## src/rtl/iir_pkg.sv

```systemverilog
// Shared constants and helpers for the first-order IIR filter and its downstream stages.
package iir_pkg;

  localparam int unsigned Y_W       = 13;
  localparam int unsigned DECIM_DEF = 4;
  localparam int unsigned OUT_W_DEF = 8;

  // Clamp a signed value into the signed range of 'width' bits (width <= 31).
  function automatic logic signed [31:0] sat_signed(input logic signed [31:0] value,
                                                    input int unsigned      width);
    logic signed [31:0] max_v;
    logic signed [31:0] min_v;
    max_v = (32'sd1 <<< (width - 1)) - 32'sd1;
    min_v = -(32'sd1 <<< (width - 1));
    if (value > max_v) begin
      sat_signed = max_v;
    end else if (value < min_v) begin
      sat_signed = min_v;
    end else begin
      sat_signed = value;
    end
  endfunction

endpackage

```

## src/rtl/sync_fifo.sv

```systemverilog
// Synchronous first-word-fall-through FIFO; head is visible on out_data while out_valid is high.
module sync_fifo #(
  parameter int unsigned Width = 8,
  parameter int unsigned Depth = 4
) (
  input  logic                     clk,
  input  logic                     reset_n,
  input  logic                     push,
  input  logic [Width-1:0]         push_data,
  input  logic                     pop_ready,
  output logic                     out_valid,
  output logic [Width-1:0]         out_data,
  output logic                     full,
  output logic [$clog2(Depth):0]   level
);

  localparam int unsigned PtrW = $clog2(Depth);

  logic [Width-1:0] mem_q [Depth];
  logic [PtrW-1:0]  wr_ptr_q, rd_ptr_q;
  logic [PtrW:0]    count_q;
  logic             pop, push_ok;

  assign out_valid = (count_q != '0);
  assign full      = (count_q == (PtrW + 1)'(Depth));
  assign pop       = out_valid && pop_ready;
  // A simultaneous pop frees a slot, so a push into a full FIFO still lands.
  assign push_ok   = push && (!full || pop);
  assign out_data  = mem_q[rd_ptr_q];
  assign level     = count_q;

  always_ff @(posedge clk or negedge reset_n) begin
    if (!reset_n) begin
      for (int i = 0; i < int'(Depth); i++) begin
        mem_q[i] <= '0;
      end
      wr_ptr_q <= '0;
      rd_ptr_q <= '0;
      count_q  <= '0;
    end else begin
      if (push_ok) begin
        mem_q[wr_ptr_q] <= push_data;
        wr_ptr_q        <= wr_ptr_q + PtrW'(1);
      end
      if (pop) begin
        rd_ptr_q <= rd_ptr_q + PtrW'(1);
      end
      case ({push_ok, pop})
        2'b10:   count_q <= count_q + (PtrW + 1)'(1);
        2'b01:   count_q <= count_q - (PtrW + 1)'(1);
        default: count_q <= count_q;
      endcase
    end
  end

endmodule

```

## src/rtl/iir_out_decimator.sv

```systemverilog
// Boxcar accumulate-and-dump decimator for the IIR filter output, with saturation and an
// output FIFO drained over valid/ready.
module iir_out_decimator
  import iir_pkg::*;
#(
  parameter int unsigned DECIM      = DECIM_DEF,
  parameter int unsigned OUT_W      = OUT_W_DEF,
  parameter int unsigned FIFO_DEPTH = 4
) (
  input  logic                            clk,
  input  logic                            reset_n,
  input  logic                            in_valid,
  input  logic signed [Y_W-1:0]           data_in,
  output logic                            out_valid,
  input  logic                            out_ready,
  output logic signed [OUT_W-1:0]         out_data,
  output logic                            sat,
  output logic                            ovf,
  input  logic                            clr_ovf,
  output logic [$clog2(FIFO_DEPTH):0]     level
);

  localparam int unsigned DecimLog = $clog2(DECIM);
  localparam int unsigned AccW     = Y_W + DecimLog;

  logic signed [AccW-1:0]  acc_q, acc_d;
  logic [DecimLog-1:0]     cnt_q, cnt_d;
  logic                    sat_q, sat_d;
  logic                    ovf_q, ovf_d;

  logic signed [AccW-1:0]  data_ext, total, avg;
  logic signed [31:0]      avg_ext, sat_val;
  logic                    last, push, clamped, full, pop, drop;
  logic [OUT_W-1:0]        fifo_out;

  assign data_ext = {{DecimLog{data_in[Y_W-1]}}, data_in};
  assign total    = acc_q + data_ext;
  // Arithmetic shift floors the average toward minus infinity.
  assign avg      = total >>> DecimLog;
  assign avg_ext  = {{(32 - AccW){avg[AccW-1]}}, avg};
  assign sat_val  = sat_signed(avg_ext, OUT_W);
  assign clamped  = (sat_val != avg_ext);

  assign last = (cnt_q == DecimLog'(DECIM - 1));
  assign push = in_valid && last;
  assign pop  = out_valid && out_ready;
  assign drop = push && full && !pop;

  always_comb begin
    acc_d = acc_q;
    cnt_d = cnt_q;
    sat_d = 1'b0;
    ovf_d = ovf_q;
    if (in_valid) begin
      if (last) begin
        acc_d = '0;
        cnt_d = '0;
        sat_d = clamped && !drop;
      end else begin
        acc_d = total;
        cnt_d = cnt_q + DecimLog'(1);
      end
    end
    if (clr_ovf) ovf_d = 1'b0;
    if (drop)    ovf_d = 1'b1;
  end

  always_ff @(posedge clk or negedge reset_n) begin
    if (!reset_n) begin
      acc_q <= '0;
      cnt_q <= '0;
      sat_q <= 1'b0;
      ovf_q <= 1'b0;
    end else begin
      acc_q <= acc_d;
      cnt_q <= cnt_d;
      sat_q <= sat_d;
      ovf_q <= ovf_d;
    end
  end

  sync_fifo #(
    .Width (OUT_W),
    .Depth (FIFO_DEPTH)
  ) u_fifo (
    .clk       (clk),
    .reset_n   (reset_n),
    .push      (push),
    .push_data (sat_val[OUT_W-1:0]),
    .pop_ready (out_ready),
    .out_valid (out_valid),
    .out_data  (fifo_out),
    .full      (full),
    .level     (level)
  );

  assign out_data = fifo_out;
  assign sat      = sat_q;
  assign ovf      = ovf_q;

endmodule

```

## config.mk

```make
export PLATFORM = sky130hd
export DESIGN_NAME = iir_out_decimator
export DESIGN_NICKNAME = d
export VERILOG_FILES = /design/src/rtl/iir_pkg.sv /design/src/rtl/sync_fifo.sv /design/src/rtl/iir_out_decimator.sv
export SDC_FILE = /design/constraint.sdc
export NUM_CORES = 1
export LEC_CHECK = 0
export ABC_CLOCK_PERIOD_IN_PS = 4600
export CAP_MARGIN = 5
export CORE_MARGIN = 5
export CORE_UTILIZATION = 50
export DETAILED_ROUTE_END_ITERATION = 10
export PLACE_DENSITY = 0.76
export SLEW_MARGIN = 20
export SYNTH_ARGS = -nofsm -noshare
export SYNTH_HDL_FRONTEND = slang
export SYNTH_SLANG_ARGS = --single-unit
```

## constraint.sdc

```tcl
create_clock -name clk -period 4.6 [get_ports clk]
set_input_delay 0.92 -clock clk [delete_from_list [all_inputs] [get_ports clk]]
set_output_delay 0.92 -clock clk [all_outputs]
set_load 0.05 [all_outputs]
```

Yosys cells after proc, flatten, opt, wreduce, memory -nomap -nowiden
Cells that the tools add are included.
{"block": "totals", "out_inout_bits": 14, "wordCells": 58, "register_bits": 58}
{"block": "classes", "addsub": 6, "muxes": 15, "n_bitwise": 2, "reduce_logical": 14, "n_eq_ne": 5, "n_lt_le_gt_ge": 5}
{"cell": "32-bit 2-to-1 mux", "count": 2}
{"cell": "32-bit bitwise mux", "count": 1}
{"cell": "32-bit by 13-bit inequality test with 1-bit output", "count": 1}
{"cell": "8-bit 2-to-1 mux", "count": 3}
{"cell": "8-bit binary-select mux with 2-bit select", "count": 1}
{"cell": "8-bit demux with 2-bit select", "count": 1}
{"cell": "15-bit by 13-bit adder with 15-bit output", "count": 1}
{"cell": "15-bit 2-to-1 mux", "count": 1}
{"cell": "13-bit by 8-bit greater-than comparator with 1-bit output (second input constant)", "count": 1}
{"cell": "13-bit by 8-bit < comparator with 1-bit output (second input constant)", "count": 1}
{"cell": "1-bit logical AND", "count": 7}
{"cell": "2-bit by 1-bit adder with 2-bit output (second input constant)", "count": 3}
{"cell": "3-bit greater-or-equal comparator (second input constant)", "count": 2}
{"cell": "2-bit inverter with 3-bit output", "count": 2}
{"cell": "3-bit case mux with 2 select lines", "count": 1}
{"cell": "2-bit == test (second input constant)", "count": 2}
{"cell": "1-bit 2-to-1 mux", "count": 4}
{"cell": "2-bit nonzero test", "count": 2}
{"cell": "3-bit by 1-bit adder with 3-bit output (second input constant)", "count": 1}
{"cell": "3-bit == test (second input constant)", "count": 1}
{"cell": "1-bit zero test", "count": 3}
{"cell": "3-bit by 1-bit < comparator with 1-bit output (second input constant)", "count": 1}
{"cell": "3-bit nonzero test", "count": 1}
{"cell": "3-bit by 1-bit subtractor with 3-bit output (second input constant)", "count": 1}
{"cell": "other kinds (3)", "count": 3}

Longest topological paths before layout
Gate-level depths: netlist of run 1.
{"block": "depth", "ltp_word": 8, "mapped_depth": 12, "mapped_depth_nobuf": 12}

By module
A second synthesis of run 1 with hierarchy kept.
{"block": "hier_totals", "cells_unflattened": 281, "area_unflattened_um2": 3384.5}
{"module": "sync_fifo", "cells_per_inst": 115, "area_each_um2": 1804.2, "seq_area_each_um2": 975.9, "instances": 1}
{"module": "iir_out_decimator", "cells_per_inst": 166, "area_each_um2": 1580.3, "seq_area_each_um2": 475.5, "instances": 1}

Worst setup path after synthesis of run 1
No wires, ideal clock.
{"block": "synth_path", "path_type": "input port to flip-flop", "from": "input data_in[0]", "to": "register u_fifo.mem_q[0] in the netlist's numbering", "t_arrival_ns": 3.751, "required_ns": 4.518, "cell_stages": 12, "setup_slack_ns": 0.767, "setup_time_ns": 0.082, "cell_sequence": "ha_1 > fa_1 > a211oi_1 > o21ai_1 > and3_2 > a211o_2 > a21oi_2 > nand4b_1 > ha_1 > buf_4 > or2_2 > a31oi_1"}
{"block": "synth_between", "elab_chain_len": 5, "elab_cells_between_ends": 6, "classes_between": "add/sub (1); order compare (2); mux (3)"}
{"item": "start, declared", "line_no": "iir_out_decimator.sv:13", "source": "input logic signed [Y_W-1:0] data_in,"}
{"item": "15-bit by 13-bit adder with 15-bit output (*)", "line_no": "iir_out_decimator.sv:37", "source": "assign total = acc_q + data_ext;"}
{"item": "13-bit by 8-bit < comparator with 1-bit output", "line_no": "iir_pkg.sv:17", "source": "end else if (value < min_v) begin"}
{"item": "32-bit 2-to-1 mux", "line_no": "iir_pkg.sv:17"}
{"item": "32-bit 2-to-1 mux (*)", "line_no": "iir_pkg.sv:15", "source": "if (value > max_v) begin"}
{"item": "32-bit bitwise mux (*)", "line_no": "sync_fifo.sv:42", "source": "mem_q[wr_ptr_q] <= push_data;"}
{"item": "end signal, assigned by index", "line_no": "sync_fifo.sv:42"}
{"item": "end, declared", "line_no": "sync_fifo.sv:19", "source": "logic [Width-1:0] mem_q [Depth];"}
Mark *: on every way between the ends. The rest lies on a longest branch, timed or not.
A chain may end at the register's enable or synchronous reset.

Worst setup path after layout of run 1
{"block": "layout_path", "from": "input data_in[0]", "to": "register u_fifo.mem_q[11] in the netlist's numbering"}
The elaborated chain is that of the path after synthesis.

==> run summary, run 1 <==
status -> finished, final reports clean
Die X -> 93.03 µm
later-pin clock latency in the skew report -> 0.35 ns
initial core utilization -> 51.02%
Data arrival, critical path -> 4.37 ns
routed wire length -> 7144 µm
GRT met3 Usage -> 4.827%
final net count -> 411
drt first pass iters -> 4
Setup Viol. Count Final -> 0
hold slack -> 0.4997 ns
TritonCTS clock tree -> done
I/O pin count -> 32
global route overflow -> 0
crit end category -> register
RD Place Congestion -> 0.8564
Tot GR Track Use -> 17.66%
EDFF count, synth -> 0
DR vias -> 2667
Crit Path Category -> in2reg
setup bufs post-CTS -> 0
# hold bufs at CTS -> 0
ys async rst share -> 100.0%
area added between synthesis and finish -> 16.48%
DIE AREA -> 8655 µm²
HP Class -> reg2reg
Worst Path Required -> 4.87 ns
DRC -> 0
WL per Instance -> 15.70 µm
Hold Fails Final Rpt -> 0
crit path from -> data_in[0]
busiest grt layer -> met2
met2 Resource Use GR -> 27.83%
dominant synthesized flop cell -> dfrtp_1
critical path fanouts, max -> 8
Post-Syn Area -> 3447 µm²
multi-input logic area -> 1808 µm²
maxcap violations -> 0
cell count after synthesis -> 340
number of global-route vias before repair -> 2623
commonest non-fill, non-tap cell in the layout -> dfrtp_1
Slowest-stage cell, CP -> or3_1
DRT antenna net count -> 0
ratio of cells with drive above 1 in the final layout -> 12.80%
Worst-Margin Slew -> 0.7450 ns
Yosys reg bits -> 58
Reg2Reg Launch Point -> acc_q[0]
met1 GRT Util -> 23.24%
initial antenna violation count -> 0
Worst Hold Launch -> cnt_q[0]
fmax -> 243.9 MHz
Clock Root Buffer -> clkbuf_8
register area share after synthesis -> 42.11%
PostCTS Resize Cnt -> 0
Die Y -> 93.03 µm
CP max stage delay -> 0.46 ns
largest net degree at the start of global routing -> 59
Critical Path, Cell by Cell -> clkdlybuf4s50_1 -> ha_1 -> fa_1 -> a211oi_1 -> o21ai_1 -> and3_2 -> a211o_2 -> a21oi_2 -> nand4b_1 -> ha_1 -> or3_1 -> a31oi_1
post-synthesis net count -> 381
Post-DP HPWL -> 5045 µm
Longest Clk Path Bufs -> 2
first-pass GRT wire length -> 12090 µm
Worst Setup Start Kind -> primary input
Tcrit/Tclk final -> 89.14%
clk_skew -> 0.004297 ns
IO Port Bufs -> 31
clock-pin slew on the worst setup and hold paths -> 0.07 ns
most frequent cells in the layout -> dfrtp_1 (58), nor2_1 (34), clkdlybuf4s50_1 (30), a31oi_1 (28), inv_1 (25)
min cycle time layout -> 4.100 ns
register area -> 1451 µm²
Slew HR -> 50.33%
YS warnings -> 0
Via-to-Cell Ratio -> 5.862
std cell rows -> 30
antenna cells -> 0
clock sink count -> 58
Avg Inst Size Synth -> 10.14 µm²
Max Slew Vio Count -> 0
Synth cell types -> 56
Critical Path Most Common Cell -> ha_1
setup_tns -> 0 ns
RSZ-0062 raised after global routing -> false
CTS buffer count -> 9
H-tree levels -> 3
CORE AREA -> 6756 µm²
Initial DRC Count -> 97
filler cell count -> 553
## cells by family (layout without fill, tap and decap cells)
group / after synthesis / count (layout) / share of synthesized area, %
AOI/OAI and AO/OA: 99 / 99 / 20.04
adders and majority gates: 23 / 23 / 8.784
DFF: 58 / 58 / 42.11
muxes: 11 / 11 / 6.134
and+or+nand+nor: 88 / 88 / 12.96
buffers and inverters: 44 / 79 / 5.444
xor gates and xnor gates: 17 / 17 / 4.537
## state kept, by name, indices dropped and copies added (netlist names)
| signal | cells |
|---|---|
| u_fifo.mem_q | 32 |
| u_fifo.rd_ptr_q | 2 |
| sat | 1 |
| u_fifo.level | 3 |
| u_fifo.wr_ptr_q | 2 |
| cnt_q | 2 |
| acc_q | 15 |
| ovf | 1 |
## cell usage after synthesis, drive strengths merged, types with 3 or more instances
cell / instances / area share [%]
clkbuf: 12 / 1.3
inv: 25 / 2.7
and3: 3 / 0.76
and2: 8 / 1.5
nor2: 34 / 3.7
or3: 3 / 0.54
o21a: 6 / 1.3
o211ai: 4 / 1.3
buf: 7 / 1.4
xnor2: 9 / 2.5
o21ai: 12 / 1.7
dfrtp: 58 / 42
a211oi: 3 / 0.65
a21oi: 13 / 2.0
mux4: 8 / 5.2
xor2: 8 / 2.0
a31oi: 28 / 5.1
a22o: 4 / 1.0
nand2b: 6 / 1.1
or2: 4 / 0.73
a2111oi: 3 / 0.76
ha: 21 / 7.6
a21o: 5 / 1.1
o22ai: 11 / 2.0
nand2: 16 / 1.7
## through the flow
stage | utilization, % | cells | instance area [µm²] | setup WS [ns]
finish | 59.43 | 455 | 4015 | 0.4996
global route | 59.43 | 455 | 4015 | 0.2525
CTS | 59.43 | 455 | 4015 | 0.5050
detailed placement | 56.41 | 439 | 3811 | 0.1403
global placement | 56.41 | 439 | 3811 | 0.2325
floorplan | - | 340 | 3447 | 0.7673
## critical path, delay by kind of cell
kind                       cells  cell delay (ns)
and+or+nand+nor                3             0.84
adders and majority gates      3             1.01
AOI/OAI and AO/OA              5             1.20
buffers and inverters          1             0.40
## path summary, 6_finish.rpt
| check | slack [ns] | cells past startpoint | to |
|---|---|---|---|
| hold reg to reg | 0.50 | 1 | cnt_q[0] |
| setup / recovery | 0.50 | 12 | u_fifo.mem_q[11] |
| setup reg to reg | 1.11 | 11 | u_fifo.mem_q[11] |
| max in group asynchronous | 3.38 | 2 | acc_q[10] |
| min in group asynchronous | 0.70 | 2 | u_fifo.mem_q[25] |
| hold / removal | 0.50 | 1 | cnt_q[0] |
## routing by layer
layer / share of wire, % / wire (µm)
met4: 1.6 / 114
met5: 0 / 0
met3: 5.1 / 361
met2: 48 / 3421
met1: 45 / 3248
## cell type report
| type | instances | area share, % |
|---|---|---|
| multi-input combinational | 238 | 45.03 |
| tap | 80 | 2.493 |
| sequential | 58 | 36.15 |
| inverter | 25 | 2.337 |
| clock buffer | 10 | 3.428 |
| clock inverter | 6 | 1.652 |
| timing repair buffer | 38 | 8.912 |
Power of run 1 is left out: the tool's default activity adds up to more than one toggle a clock period on the data nets, which glitch-free logic cannot reach.
==> run 2: changes to the inputs <==
--- a/config.mk
+++ b/config.mk
@@ -9,6 +9,7 @@
 export CAP_MARGIN = 5
 export CORE_MARGIN = 5
 export CORE_UTILIZATION = 50
+export CTS_CLUSTER_DIAMETER = 60
 export DETAILED_ROUTE_END_ITERATION = 10
 export PLACE_DENSITY = 0.76
 export SLEW_MARGIN = 20
==> results of run 2 <==
Final layout, timing and power as in run 1 (identical DEF).
Power of run 2 is left out for the same reason.
==> run 3: changes to the inputs <==
--- a/config.mk
+++ b/config.mk
@@ -7,11 +7,11 @@
 export LEC_CHECK = 0
 export ABC_CLOCK_PERIOD_IN_PS = 4600
 export CAP_MARGIN = 5
-export CORE_MARGIN = 5
 export CORE_UTILIZATION = 50
 export CTS_CLUSTER_DIAMETER = 60
 export DETAILED_ROUTE_END_ITERATION = 10
-export PLACE_DENSITY = 0.76
+export PLACE_DENSITY = 0.79
+export SETUP_SLACK_MARGIN = 0.15
 export SLEW_MARGIN = 20
 export SYNTH_ARGS = -nofsm -noshare
 export SYNTH_HDL_FRONTEND = slang
==> run 3 against run 2 <==
Compared with the run above:
- flip-flop and latch count stayed put
- global-route usage rose by 4.2 points
- fmax decreased by 1.0%
- core utilization grew 1.8 points
- first-iteration DRC count up 36%
- largest cell class unchanged
- highest routed layer unchanged
==> run summary, run 3 (same netlist as run 1, synthesis figures left out) <==
most frequent cells in the layout -> dfrtp_1 (58), nor2_1 (34), clkdlybuf4s50_1 (30), a31oi_1 (28), inv_1 (25)
setup bufs post-CTS -> 0 (unchanged)
CP max stage delay -> 0.47 ns (about the same)
most flop-heavy register -> u_fifo.mem_q
Clock Root Buffer -> clkbuf_8
# hold bufs at CTS -> 0 (unchanged)
HP Class -> reg2reg
clock sink count -> 58 (unchanged)
Worst Setup Start Kind -> primary input
GRT met3 Usage -> 3.113% (-1.7 points)
CORE AREA -> 6495 µm² (-3.9%)
DRC -> 0 (unchanged)
Tot GR Track Use -> 21.86% (+4.2 points)
ratio of cells with drive above 1 in the final layout -> 12.57% (-0.23 points)
met1 GRT Util -> 30.45% (+7.2 points)
commonest non-fill, non-tap cell in the layout -> dfrtp_1
Initial DRC Count -> 132 (+36%)
final net count -> 410 (-0.24%)
Slew HR -> 52.17% (+1.8 points)
WHS Endpoint -> cnt_q[0]
Tcrit/Tclk final -> 90.07% (+0.93 points)
RSZ-0062 raised after global routing -> false
R2R Path End -> u_fifo.mem_q[27]
max reg flops -> 32 (unchanged)
IO Port Bufs -> 31 (unchanged)
crit end category -> register
later-pin clock latency in the skew report -> 0.34 ns (about the same)
fmax -> 241.4 MHz (-1.0%)
Die Y -> 85.03 µm (-8.6%)
Critical Path, Cell by Cell -> clkdlybuf4s50_1 -> ha_1 -> fa_1 -> a211oi_1 -> o21ai_1 -> buf_4 -> a21oi_1 -> xor2_1 -> nor4_1 -> nand4b_1 -> ha_1 -> or3_1 -> a31oi_1
initial antenna violation count -> 0 (unchanged)
Worst-Margin Slew -> 0.7174 ns (-0.02761 ns)
fin util -> 61.26% (+1.8 points)
Reg2Reg Launch Point -> acc_q[0]
Data arrival, critical path -> 4.40 ns (+0.03 ns)
first-pass GRT wire length -> 12340 µm (+2.1%)
met2 Resource Use GR -> 34.02% (+6.2 points)
status -> finished, final reports clean
DIE AREA -> 7230 µm² (-16%)
Max Slew Vio Count -> 0 (unchanged)
drt first pass iters -> 4 (unchanged)
hold slack -> 0.4812 ns (-0.01845 ns)
maxcap violations -> 0 (unchanged)
RD Place Congestion -> 0.9627 (+12%)
Critical Path Most Common Cell -> ha_1
WL per Instance -> 15.46 µm (-1.5%)
busiest grt layer -> met2
std cell rows -> 29 (-3.3%)
Die X -> 85.03 µm (-8.6%)
DR vias -> 2616 (-1.9%)
CTS buffer count -> 9 (unchanged)
min cycle time layout -> 4.143 ns (+0.04269 ns)
filler cell count -> 534 (-3.4%)
routed wire length -> 6974 µm (-2.4%)
global route overflow -> 0 (unchanged)
worst reg2reg setup slack -> 1.07 ns (-0.04 ns)
Worst Path Required -> 4.86 ns (about the same)
DRT antenna net count -> 0 (unchanged)
Longest Clk Path Bufs -> 2 (unchanged)
Hold Fails Final Rpt -> 0 (unchanged)
critical path fanouts, max -> 8 (unchanged)
TritonCTS clock tree -> done
area added between synthesis and finish -> 15.43%
Via-to-Cell Ratio -> 5.800 (-1.0%)
initial core utilization -> 53.07% (+2.1 points)
I/O pin count -> 32 (unchanged)
PostCTS Resize Cnt -> 0 (unchanged)
WHS Path Cells -> 1 (unchanged)
antenna cells -> 0 (unchanged)
Setup Viol. Count Final -> 0 (unchanged)
Post-DP HPWL -> 4967 µm (-1.5%)
clock-pin slew on the worst setup and hold paths -> 0.07 ns (about the same)
Crit Path Category -> in2reg
number of global-route vias before repair -> 2618 (-0.19%)
FF-to-FF path depth -> 12 (+1)
largest net degree at the start of global routing -> 59 (unchanged)
H-tree levels -> 3 (unchanged)
Slowest-stage cell, CP -> or3_1
Worst Hold Launch -> cnt_q[0]
setup_tns -> 0 ns (unchanged)
clk_skew -> 0.009160 ns (+0.004863 ns)
[run 3: changes by cell type in the layout (fill, tap and decap cells not counted)]
cell,previous run,this run
buf_4,7,6
bufinv_16,1,0
clkinv_2,1,2
clkinv_4,1,0
inv_6,0,1
[run 3: critical path, delay by kind of cell]
family,cells,cell delay (ns)
compound gates,4,0.79
buf+inv,2,0.58
fa+ha+maj,3,1.02
xor+xnor,1,0.12
simple gates,3,0.98
[run 3: area by class of cell]
class	instances	area, µm²	share of cell area [%]
Timing Repair Buffer	37	350.3	8.805
Sequential cell	58	1451	36.48
Inverter	25	93.84	2.358
Multi-Input combinational cell	238	1808	45.44
Clock buffer	10	137.6	3.459
Tap cell	77	96.34	2.421
Clock inverter	6	41.29	1.038
[run 3: metal layers]
metal  routed length (µm)  vias up
met1                 3253     1259
li1                     -     1289
met2                 3308       55
met5                    0        -
met4                  142        0
met3                  269       13
[run 3: stage by stage]
stage               std cells  worst slack [ns]  instance area (µm²)
global route              451            0.1527                 3979
floorplan                 340            0.7673                 3447
detailed placement        435            0.1297                 3800
CTS                       451            0.4845                 3979
global placement          435            0.2380                 3800
finish                    451            0.4569                 3979
[run 3: how the worst max path moves through the flow]
stage,startpoint,to,slack [ns],cells past startpoint
after CTS,data_in[0],u_fifo.mem_q[27],0.48,13
after floorplan,data_in[0],u_fifo.mem_q[0],0.77,12
after global routing,data_in[4],u_fifo.mem_q[19],0.15,11
final,data_in[0],u_fifo.mem_q[27],0.46,13
after detailed placement,data_in[0],u_fifo.mem_q[27],0.13,13
after global placement,data_in[0],u_fifo.mem_q[11],0.24,12
Power of run 3 is left out for the same reason.
